### src/rtl/mem_stage.sv
// rtl/mem_stage.sv - Vi pipeline memory-access stage: req/ack data-memory port and registered writeback record
// Optional bus timeout on a stuck request: define MEM_TIMEOUT_EN.
module mem_stage #(
    parameter int TIMEOUT_CYCLES = 255
) (
    input  logic        clk_i,
    input  logic        rsn_i,
    input  logic        valid_i,
    input  logic [31:0] instr_i,
    input  logic [31:0] alu_result_i,
    input  logic [31:0] store_data_i,
    output logic        stall_o,
    output logic        mem_req_o,
    output logic        mem_we_o,
    output logic [31:0] mem_addr_o,
    output logic [31:0] mem_wdata_o,
    output logic [3:0]  mem_be_o,
    input  logic        mem_ack_i,
    input  logic [31:0] mem_rdata_i,
    output logic        wb_valid_o,
    output logic        wb_we_o,
    output logic [4:0]  wb_rd_o,
    output logic [31:0] wb_data_o,
    output logic        misaligned_o,
    output logic        illegal_o,
    output logic        bus_err_o
);
    localparam logic [1:0] S_IDLE = 2'd0;
    localparam logic [1:0] S_REQ  = 2'd1;
    localparam logic [1:0] S_RESP = 2'd2;

    localparam logic [6:0] OP_LOAD  = 7'b0000011;
    localparam logic [6:0] OP_STORE = 7'b0100011;
    localparam logic [6:0] OP_REG   = 7'b0110011;
    localparam logic [6:0] OP_IMM   = 7'b0010011;

    logic [1:0]  r_state, w_next;
    logic [31:0] r_addr, r_wdata;
    logic [3:0]  r_be;
    logic        r_we;
    logic [4:0]  r_rd;
    logic [2:0]  r_f3;
    logic [1:0]  r_off;
    logic        r_wb_valid, r_wb_we, r_misal, r_illegal;
    logic [4:0]  r_wb_rd;
    logic [31:0] r_wb_data;

    logic [6:0]  w_opcode;
    logic [4:0]  w_rd;
    logic [2:0]  w_f3;
    logic        w_is_load, w_is_store, w_is_mem, w_legal, w_misal;
    logic        w_accepting, w_start, w_timeout, w_unused;
    logic [31:0] w_st_wdata, w_load_data;
    logic [3:0]  w_st_be;
    logic [7:0]  w_byte;
    logic [15:0] w_half;

    assign w_opcode    = instr_i[6:0];
    assign w_rd        = instr_i[11:7];
    assign w_f3        = instr_i[14:12];
    assign w_is_load   = (w_opcode == OP_LOAD);
    assign w_is_store  = (w_opcode == OP_STORE);
    assign w_is_mem    = w_is_load || w_is_store;
    assign w_legal     = w_is_load ? ((w_f3 == 3'b000) || (w_f3 == 3'b001) || (w_f3 == 3'b010) ||
                                      (w_f3 == 3'b100) || (w_f3 == 3'b101))
                                   : (!w_f3[2] && (w_f3[1:0] != 2'b11));
    assign w_misal     = ((w_f3[1:0] == 2'b01) && alu_result_i[0]) ||
                         ((w_f3[1:0] == 2'b10) && (alu_result_i[1:0] != 2'b00));
    assign w_accepting = (r_state == S_IDLE) || (r_state == S_RESP);
    assign w_start     = w_accepting && valid_i && w_is_mem && w_legal && !w_misal;

    assign stall_o      = !rsn_i && ((r_state == S_REQ) || w_start);
    assign mem_req_o    = (r_state == S_REQ);
    assign mem_we_o     = r_we;
    assign mem_addr_o   = r_addr;
    assign mem_wdata_o  = r_wdata;
    assign mem_be_o     = r_be;
    assign wb_valid_o   = r_wb_valid;
    assign wb_we_o      = r_wb_we;
    assign wb_rd_o      = r_wb_rd;
    assign wb_data_o    = r_wb_data;
    assign misaligned_o = r_misal;
    assign illegal_o    = r_illegal;

    always_comb begin
        w_st_wdata = store_data_i;
        w_st_be    = 4'b1111;
        case (w_f3[1:0])
            2'b00: begin
                w_st_wdata = {4{store_data_i[7:0]}};
                w_st_be    = 4'b0001 << alu_result_i[1:0];
            end
            2'b01: begin
                w_st_wdata = {2{store_data_i[15:0]}};
                w_st_be    = alu_result_i[1] ? 4'b1100 : 4'b0011;
            end
            default: ;
        endcase
    end

    always_comb begin
        case (r_off)
            2'd0:    w_byte = mem_rdata_i[7:0];
            2'd1:    w_byte = mem_rdata_i[15:8];
            2'd2:    w_byte = mem_rdata_i[23:16];
            default: w_byte = mem_rdata_i[31:24];
        endcase
        w_half = r_off[1] ? mem_rdata_i[31:16] : mem_rdata_i[15:0];
        case (r_f3)
            3'b000:  w_load_data = {{24{w_byte[7]}}, w_byte};
            3'b001:  w_load_data = {{16{w_half[15]}}, w_half};
            3'b100:  w_load_data = {24'b0, w_byte};
            3'b101:  w_load_data = {16'b0, w_half};
            default: w_load_data = mem_rdata_i;
        endcase
    end

`ifdef MEM_TIMEOUT_EN
    localparam int CW = $clog2(TIMEOUT_CYCLES + 1);
    logic [CW-1:0] r_cnt;
    logic          r_bus_err;

    // Ack in the final allowed cycle still completes the access normally.
    assign w_timeout = (r_state == S_REQ) && !mem_ack_i && (r_cnt == CW'(TIMEOUT_CYCLES - 1));
    assign bus_err_o = r_bus_err;
    assign w_unused  = ^instr_i[31:15];

    always_ff @(posedge clk_i or posedge rsn_i) begin
        if (rsn_i) begin
            r_cnt     <= '0;
            r_bus_err <= 1'b0;
        end else begin
            r_bus_err <= w_timeout;
            if (w_start)
                r_cnt <= '0;
            else if (r_state == S_REQ)
                r_cnt <= r_cnt + CW'(1);
        end
    end
`else
    assign w_timeout = 1'b0;
    assign bus_err_o = 1'b0;
    assign w_unused  = ^instr_i[31:15] ^ (TIMEOUT_CYCLES > 0);
`endif

    always_comb begin
        w_next = r_state;
        case (r_state)
            S_REQ:   if (mem_ack_i || w_timeout) w_next = S_RESP;
            default: w_next = w_start ? S_REQ : S_IDLE;
        endcase
    end

    always_ff @(posedge clk_i or posedge rsn_i) begin
        if (rsn_i) begin
            r_state    <= S_IDLE;
            r_addr     <= '0;
            r_wdata    <= '0;
            r_be       <= '0;
            r_we       <= 1'b0;
            r_rd       <= '0;
            r_f3       <= '0;
            r_off      <= '0;
            r_wb_valid <= 1'b0;
            r_wb_we    <= 1'b0;
            r_wb_rd    <= '0;
            r_wb_data  <= '0;
            r_misal    <= 1'b0;
            r_illegal  <= 1'b0;
        end else begin
            r_state <= w_next;
            if (w_start) begin
                r_addr  <= {alu_result_i[31:2], 2'b00};
                r_we    <= w_is_store;
                r_be    <= w_is_store ? w_st_be : 4'b0000;
                r_wdata <= w_is_store ? w_st_wdata : 32'b0;
                r_rd    <= w_rd;
                r_f3    <= w_f3;
                r_off   <= alu_result_i[1:0];
            end
            r_wb_valid <= 1'b0;
            r_wb_we    <= 1'b0;
            r_misal    <= 1'b0;
            r_illegal  <= 1'b0;
            if (r_state == S_REQ) begin
                if (mem_ack_i) begin
                    r_wb_valid <= 1'b1;
                    r_wb_rd    <= r_rd;
                    r_wb_we    <= !r_we && (r_rd != 5'd0);
                    r_wb_data  <= r_we ? 32'b0 : w_load_data;
                end else if (w_timeout) begin
                    r_wb_valid <= 1'b1;
                    r_wb_rd    <= r_rd;
                    r_wb_data  <= 32'b0;
                end
            end else if (w_accepting && valid_i) begin
                r_wb_rd <= w_rd;
                if (!w_is_mem) begin
                    r_wb_valid <= 1'b1;
                    r_wb_data  <= alu_result_i;
                    r_wb_we    <= ((w_opcode == OP_REG) || (w_opcode == OP_IMM)) && (w_rd != 5'd0);
                end else if (!w_legal) begin
                    r_wb_valid <= 1'b1;
                    r_illegal  <= 1'b1;
                end else if (w_misal) begin
                    r_wb_valid <= 1'b1;
                    r_misal    <= 1'b1;
                end
            end
        end
    end
endmodule

### config.mk
export PLATFORM = sky130hd
export DESIGN_NAME = mem_stage
export DESIGN_NICKNAME = d
export VERILOG_FILES = /design/src/rtl/mem_stage.sv
export SDC_FILE = /design/constraint.sdc
export NUM_CORES = 1
export LEC_CHECK = 0
export ABC_AREA = 1
export ABC_CLOCK_PERIOD_IN_PS = 12700
export CAP_MARGIN = 10
export CORE_UTILIZATION = 47
export DETAILED_ROUTE_END_ITERATION = 6
export GPL_ROUTABILITY_DRIVEN = 0
export GPL_TIMING_DRIVEN = 0
export PLACE_DENSITY = 0.88
export SLEW_MARGIN = 30
export SYNTH_ARGS = -nofsm -noshare
export SYNTH_HDL_FRONTEND = slang
export SYNTH_SLANG_ARGS = --single-unit
### constraint.sdc
create_clock -name clk_i -period 12.7 [get_ports clk_i]
set_input_delay 2.54 -clock clk_i [delete_from_list [all_inputs] [get_ports clk_i]]
set_output_delay 2.54 -clock clk_i [all_outputs]
set_load 0.005 [all_outputs]
==> results of run 1 <==
## metal layers
layer	share of wire, %	global-route usage, %	vias up
li1	-	-	3136
met1	42	40.6	3080
met2	47	49.1	336
met3	7.6	7.37	53
met4	3.7	15.6	0
met5	0	0	-
## final timing paths
check                                    start  cells after the start        endpoint
worst max-delay path               instr_i[12]                      8         stall_o
worst min-delay path            mem_addr_o[25]                      2  mem_addr_o[25]
worst max register to register      r_state[1]                      6   wb_data_o[22]
worst min register to register  mem_addr_o[25]                      2  mem_addr_o[25]
max in group asynchronous                rsn_i                      3   wb_data_o[15]
min in group asynchronous                rsn_i                      2   mem_addr_o[3]
## critical path, stage by stage
cell and delay [ps]:
clkdlybuf4s50_1 580, nand2_2 290, nor2_2 60, nor2_2 180, nand3_2 120, clkbuf_2 250, a21oi_1 190, clkdlybuf4s50_1 520
## power breakdown
| part | switching (W) | total [W] | leakage [nW] | internal, W |
|---|---|---|---|---|
| Sequential | 0.0000117 | 0.000414 | 1.56 | 0.000402 |
| Combinational | 0.0000745 | 0.000160 | 2.23 | 0.0000850 |
| Clock | 0.000170 | 0.000472 | 0.286 | 0.000302 |
| Total | 0.000256 | 0.00104 | 4.08 | 0.000789 |
## state kept, by name, indices dropped and copies added (netlist names)
| name | count |
|---|---|
| mem_wdata_o | 32 |
| r_state | 2 |
| r_f3 | 3 |
| mem_we_o | 1 |
| mem_addr_o | 30 |
| wb_we_o | 1 |
| r_off | 2 |
| wb_data_o | 32 |
| wb_valid_o | 1 |
| r_rd | 5 |
| misaligned_o | 1 |
| illegal_o | 1 |
| mem_be_o | 4 |
| wb_rd_o | 5 |
## per-stage QoR
stage	cells	cell area, sq um	total power [W]	util (%)
finish	1250	9220	0.00104	72.7
global route	1250	9220	0.00108	72.7
floorplan	821	6150	0.000481	-
global placement	1217	8610	0.000571	67.9
detailed placement	1218	8640	0.000577	68.2
CTS	1250	9220	0.00105	72.7
## placed cells by master, fill, tap and decap left out, types with 17 or more instances in the layout
| master | n |
|---|---|
| o21ai_0 | 68 |
| inv_1 | 77 |
| nor2_1 | 109 |
| clkbuf_1 | 25 |
| clkdlybuf4s50_1 | 224 |
| o21ai_1 | 40 |
| nand2_1 | 206 |
| clkbuf_16 | 17 |
| a21oi_1 | 87 |
| o211ai_1 | 21 |
| buf_2 | 17 |
| dfrtp_1 | 120 |
## cell usage after synthesis (3+ instances only)
cell / count
inv_1: 78
a31oi_1: 5
nand4_1: 4
o21ai_1: 40
nor2_1: 109
buf_6: 6
nand2_2: 3
buf_2: 17
buf_4: 5
or2_2: 4
dfrtp_1: 120
clkbuf_1: 22
o21ai_0: 68
inv_2: 3
o211ai_1: 21
nand3_1: 4
nand2_1: 206
o21a_1: 6
nor2_2: 3
a21oi_1: 87
## kinds of logic (layout without fill, tap and decap cells)
family,after synthesis,in the layout,synth area share [%]
and+or+nand+nor,337,337,21.7
buffers and inverters,133,390,9.53
AOI/OAI and AO/OA,228,228,19.8
DFF,120,120,48.9
other,1,3,0.0611
## final cells by class
class / count / area, sq um / share of cell area, %
clock buffer: 23 / 478 / 5.19
sequential: 120 / 3000 / 32.6
clock inverter: 9 / 97.6 / 1.06
multi-input combinational: 568 / 2560 / 27.8
tap: 172 / 215 / 2.33
timing repair buffer: 225 / 2270 / 24.6
inverter: 82 / 315 / 3.42
buffer: 51 / 278 / 3.01
==> impl_metrics.py, run 1 <==
metrics = {
    "synthesis": {
        "ys_ff_latch": 120,
        "synthCells": 819,
        "yosysWarnings": 0,
        "synth_cell_types": 27,
        "ys_seq_area_share_pct": 48.9,
        "synth_largest_area_cell": "dfrtp_1",
        "synth_edf_count": 0,
        "synth.area.top_cells": "dfrtp_1 (49%), nand2_1 (13%), a21oi_1 (7.1%)",
        "syn-cell-area_sq_mm": 0.00614,
        "synth_ff_type": "dfrtp_1",
        "async_reset_ff_share_pct": 100,
        "postSynthAreaPerCell_sq_um": 7.50,
        "netlist.area_leader.share_pct": 48.9,
    },
    "cells_and_area": {
        "antenna_cells": 0,
        "fillerInstances": 1002,
        "fin_nets": 1197,
        "layout-drive-gt1-share_pct": 6.96,
        "area_growth_pct": 50.1,
    },
    "drt": {
        "post_drt_wl_per_cell_um": 16.6,
        "dr_total_vias": 6605,
        "first_pass_iters": 5,
        "route.detailed.drc": 0,
        "first_iter_violations": 614,
        "wl_um": 20800,
        "drtAntennaViolNets": 0,
        "routed_via_density": 5.28,
    },
    "placement": {
        "hpwl_um": 15500,
        "dp_slack_ps": 5480,
        "numPortBuffers": 224,
    },
    "clock_network": {
        "htreeDepth": 4,
        "root_buffer": "clkbuf_16",
        "cts_tree": "built",
        "cts_resized": 0,
        "clockBufferDepth": 2,
        "cts_setup_buffers": 0,
        "clock_latency_ps": 420,
        "path_clk_slew_ps": 50,
        "cts_inserted_buffers": 17,
        "holdBufCountCts": 0,
        "clkSinkCount": 120,
    },
    "critical_path": {
        "critPathMaxFanout": 10,
        "r2r_slack_ps": 10760,
        "cp.arrival_ps": 4730,
        "crit_type": "input pin to output pin",
        "crit_required_ps": 10160,
        "worstSetupEndpointType": "output pin",
        "worstSetupStartpointType": "input pin",
    },
    "floorplan": {
        "die-area_sq_mm": 0.0135,
        "ios": 245,
        "die_height_um": 116,
        "start_util_pct": 48.5,
        "core-area_sq_mm": 0.0127,
        "num_rows": 41,
        "die_w_um": 116,
    },
    "sta": {
        "fin_crit_sh_pct": 57.3,
        "setup_violations": 0,
        "finalSetupTns_ps": 0,
        "period_needed_ps": 7270,
        "rsz0062_at_grt": "no",
        "hold_slack_ps": 483,
        "tightest_slew_ps": 501,
        "hold_viol_final": 0,
        "slew_viol_final": 0,
        "fin_ws_ps": 5430,
        "skew_ps": 5.38,
        "clock.fmax_mhz": 137,
        "slew_headroom_pct": 66.6,
    },
    "run": {
        "drv_cap": 0,
    },
    "power": {
        "p_per_area_mw_per_mm2": 113,
        "p_leak_nw": 4.08,
        "ir_drop_mv": 0.0691,
    },
    "grt": {
        "grt_antenna_before_repair": 0,
        "grt_pass1_vias": 6295,
        "grt_max_degree": 74,
        "grt_pass1_wl_um": 31700,
        "grt-ovfl-total": 0,
        "grt_usage_pct": 31.3,
    },
    "status": {
        "run_status": "complete, no violations",
    },
    "min_path": {
        "hp-class": "flip-flop to flip-flop",
    },
}
No activity file was read; power rests on OpenSTA's default activity.
==> inputs of run 2 (changes only) <==
--- a/config.mk
+++ b/config.mk
@@ -6,13 +6,13 @@
 export NUM_CORES = 1
 export LEC_CHECK = 0
 export ABC_AREA = 1
-export ABC_CLOCK_PERIOD_IN_PS = 12700
+export ABC_CLOCK_PERIOD_IN_PS = 7400
 export CAP_MARGIN = 10
-export CORE_UTILIZATION = 47
+export CORE_UTILIZATION = 44
 export DETAILED_ROUTE_END_ITERATION = 6
 export GPL_ROUTABILITY_DRIVEN = 0
 export GPL_TIMING_DRIVEN = 0
-export PLACE_DENSITY = 0.88
+export PLACE_DENSITY = 0.83
 export SLEW_MARGIN = 30
 export SYNTH_ARGS = -nofsm -noshare
 export SYNTH_HDL_FRONTEND = slang
==> constraint.sdc (replaced) <==
create_clock -name clk_i -period 7.4 [get_ports clk_i]
set_input_delay 1.48 -clock clk_i [delete_from_list [all_inputs] [get_ports clk_i]]
set_output_delay 1.48 -clock clk_i [all_outputs]
set_load 0.005 [all_outputs]
==> run 2 against run 1 <==
  * Combinational power grew 69%
  * Clock skew hardly changed
  * Die area increased by 6.7%
  * Worst setup slack lost 3100 ps
  * Register-to-register slack worse by 5200 ps
  * Via count fell by 0.94%
  * Hold slack gained 3.8 ps
  * Sequential share of layout area is essentially flat
  * Power is 71% higher
  * Global-route usage is 1.8 points lower
  * Non-clock buffer count unchanged
  * Critical path type unchanged
  * Largest cell class unchanged
==> impl_metrics.py, run 2 (synthesis results as in run 1) <==
metrics = {
    "sta": {
        "slew_headroom_pct": 53.8,
        "tightest_slew_ps": 693,
        "hold_slack_ps": 486,
        "slew_viol_final": 0,
        "rsz0062_at_grt": "no",
        "clock.fmax_mhz": 198,
        "period_needed_ps": 5060,
        "setup_violations": 0,
        "hold_viol_final": 0,
        "finalSetupTns_ps": 0,
        "skew_ps": 5.29,
        "fin_crit_sh_pct": 68.4,
    },
    "power": {
        "p_per_area_mw_per_mm2": 194,
        "p_leak_nw": 4.05,
        "ir_drop_mv": 0.166,
        "p_total_w": 0.00179,
    },
    "status": {
        "run_status": "complete, no violations",
    },
    "clock_network": {
        "holdBufCountCts": 0,
        "cts_inserted_buffers": 17,
        "clkSinkCount": 120,
        "cts_tree": "built",
        "path_clk_slew_ps": 50,
        "cts_setup_buffers": 0,
        "htreeDepth": 4,
        "cts_resized": 0,
        "clockBufferDepth": 2,
        "root_buffer": "clkbuf_16",
        "clock_latency_ps": 420,
    },
    "cells_and_area": {
        "layout-drive-gt1-share_pct": 7.05,
        "fin_nets": 1197,
        "layout_common_cells": "clkdlybuf4s50_1 (224), nand2_1 (206), dfrtp_1 (120)",
        "stdcell_count": 1254,
        "antenna_cells": 0,
        "area_growth_pct": 50.1,
        "final_common_cell": "clkdlybuf4s50_1",
    },
    "critical_path": {
        "path_cells": "clkdlybuf4s50_1, nand2_2, nor2_2, nor2_2, nand3_2, clkbuf_2, a21oi_1, clkdlybuf4s50_1",
        "cp.arrival_ps": 3580,
        "crit_buf_inv": 3,
        "worstSetupStartpointType": "input pin",
        "slowest_stage": "clkdlybuf4s50_1",
        "crit_family": "buffers and inverters",
        "cpPeakStageDelay_ps": 560,
        "crit_required_ps": 5920,
        "critPathMaxFanout": 10,
        "worstSetupEndpointType": "output pin",
        "crit_type": "input pin to output pin",
    },
    "drt": {
        "first_pass_iters": 5,
        "drtAntennaViolNets": 0,
        "dr_total_vias": 6543,
        "first_iter_violations": 675,
        "post_drt_wl_per_cell_um": 16.6,
        "routed_via_density": 5.22,
        "route.detailed.drc": 0,
        "wl_um": 20800,
    },
    "floorplan": {
        "start_util_pct": 45.7,
        "die_w_um": 120,
        "ios": 245,
        "core-area_sq_mm": 0.0135,
        "die_height_um": 120,
        "num_rows": 42,
        "die-area_sq_mm": 0.0144,
    },
    "run": {
        "drv_cap": 0,
    },
    "grt": {
        "grt_max_degree": 64,
        "grt_pass1_wl_um": 32400,
        "grt_antenna_before_repair": 0,
        "grt_usage_pct": 29.5,
        "grt-ovfl-total": 0,
        "grt_pass1_vias": 6300,
    },
    "placement": {
        "dp.cells": 1222,
        "numPortBuffers": 224,
        "hpwl_um": 15400,
    },
    "min_path": {
        "hp-class": "flip-flop to flip-flop",
    },
}
run 2: final timing paths:
check | from | end | slack (ps) | depth (start not counted)
max in group asynchronous | rsn_i | mem_addr_o[24] | 5210 | 3
min | mem_addr_o[8] | mem_addr_o[8] | 490 | 2
max reg2reg | r_f3[1] | wb_data_o[22] | 5570 | 8
min reg2reg | mem_addr_o[8] | mem_addr_o[8] | 490 | 2
min in group asynchronous | rsn_i | mem_addr_o[3] | 1550 | 2
max | instr_i[12] | stall_o | 2340 | 8
run 2: area by class of cell:
type                            count  area, sq um
Buffer                             51          278
Clock buffer                       20          447
Clock inverter                     12          128
Fill cell                        1126         4230
Inverter                           82          315
Multi-Input combinational cell    568         2560
Sequential cell                   120         3000
Tap cell                          176          220
Timing Repair Buffer              225         2270
run 2: routing by layer:
metal | track usage [%] | routed length (um)
met4 | 14.9 | 706
met5 | 0 | 0
met2 | 45.6 | 9620
met3 | 6.51 | 1460
met1 | 38.7 | 9010
run 2: worst register-to-register path: stages, from the launching register on:
cell     delay [ps]
dfrtp_1         400
inv_2           160
nand2_1         230
nor2_1          190
nand2_2         160
nand2_2         170
buf_4           180
nand2_1          90
a21oi_1         160
run 2: metrics by stage:
step / area [sq um] / utilization (%) / setup WS, ps
finish: 9220 / 68.5 / 2340
CTS: 9220 / 68.5 / 2360
detailed placement: 8650 / 64.3 / 2370
global placement: 8610 / 64.0 / 921
floorplan: 6150 / - / 2730
global route: 9220 / 68.5 / 2230
run 2: where the power goes:
| group | switching, W | internal (W) |
|---|---|---|
| clock network | 0.000305 | 0.000501 |
| logic | 0.000125 | 0.000146 |
| registers | 0.0000206 | 0.000690 |
==> inputs of run 3 (changes only) <==
--- a/config.mk
+++ b/config.mk
@@ -6,7 +6,7 @@
 export NUM_CORES = 1
 export LEC_CHECK = 0
 export ABC_AREA = 1
-export ABC_CLOCK_PERIOD_IN_PS = 7400
+export ABC_CLOCK_PERIOD_IN_PS = 5200
 export CAP_MARGIN = 10
 export CORE_UTILIZATION = 44
 export DETAILED_ROUTE_END_ITERATION = 6
==> constraint.sdc (replaced) <==
create_clock -name clk_i -period 5.2 [get_ports clk_i]
set_input_delay 1.04 -clock clk_i [delete_from_list [all_inputs] [get_ports clk_i]]
set_output_delay 1.04 -clock clk_i [all_outputs]
set_load 0.005 [all_outputs]
==> results of run 3 <==
Same layout as run 2 (identical final DEF). Status: complete, no violations.
Main changes from that run: setup slack after placement 2370 ps -> 1050 ps; setup slack after layout 2340 ps -> 1020 ps; register-to-register setup slack 5570 ps -> 3370 ps; total power 0.00179 W -> 0.00254 W; worst IR drop on VDD 0.166 mV -> 0.236 mV
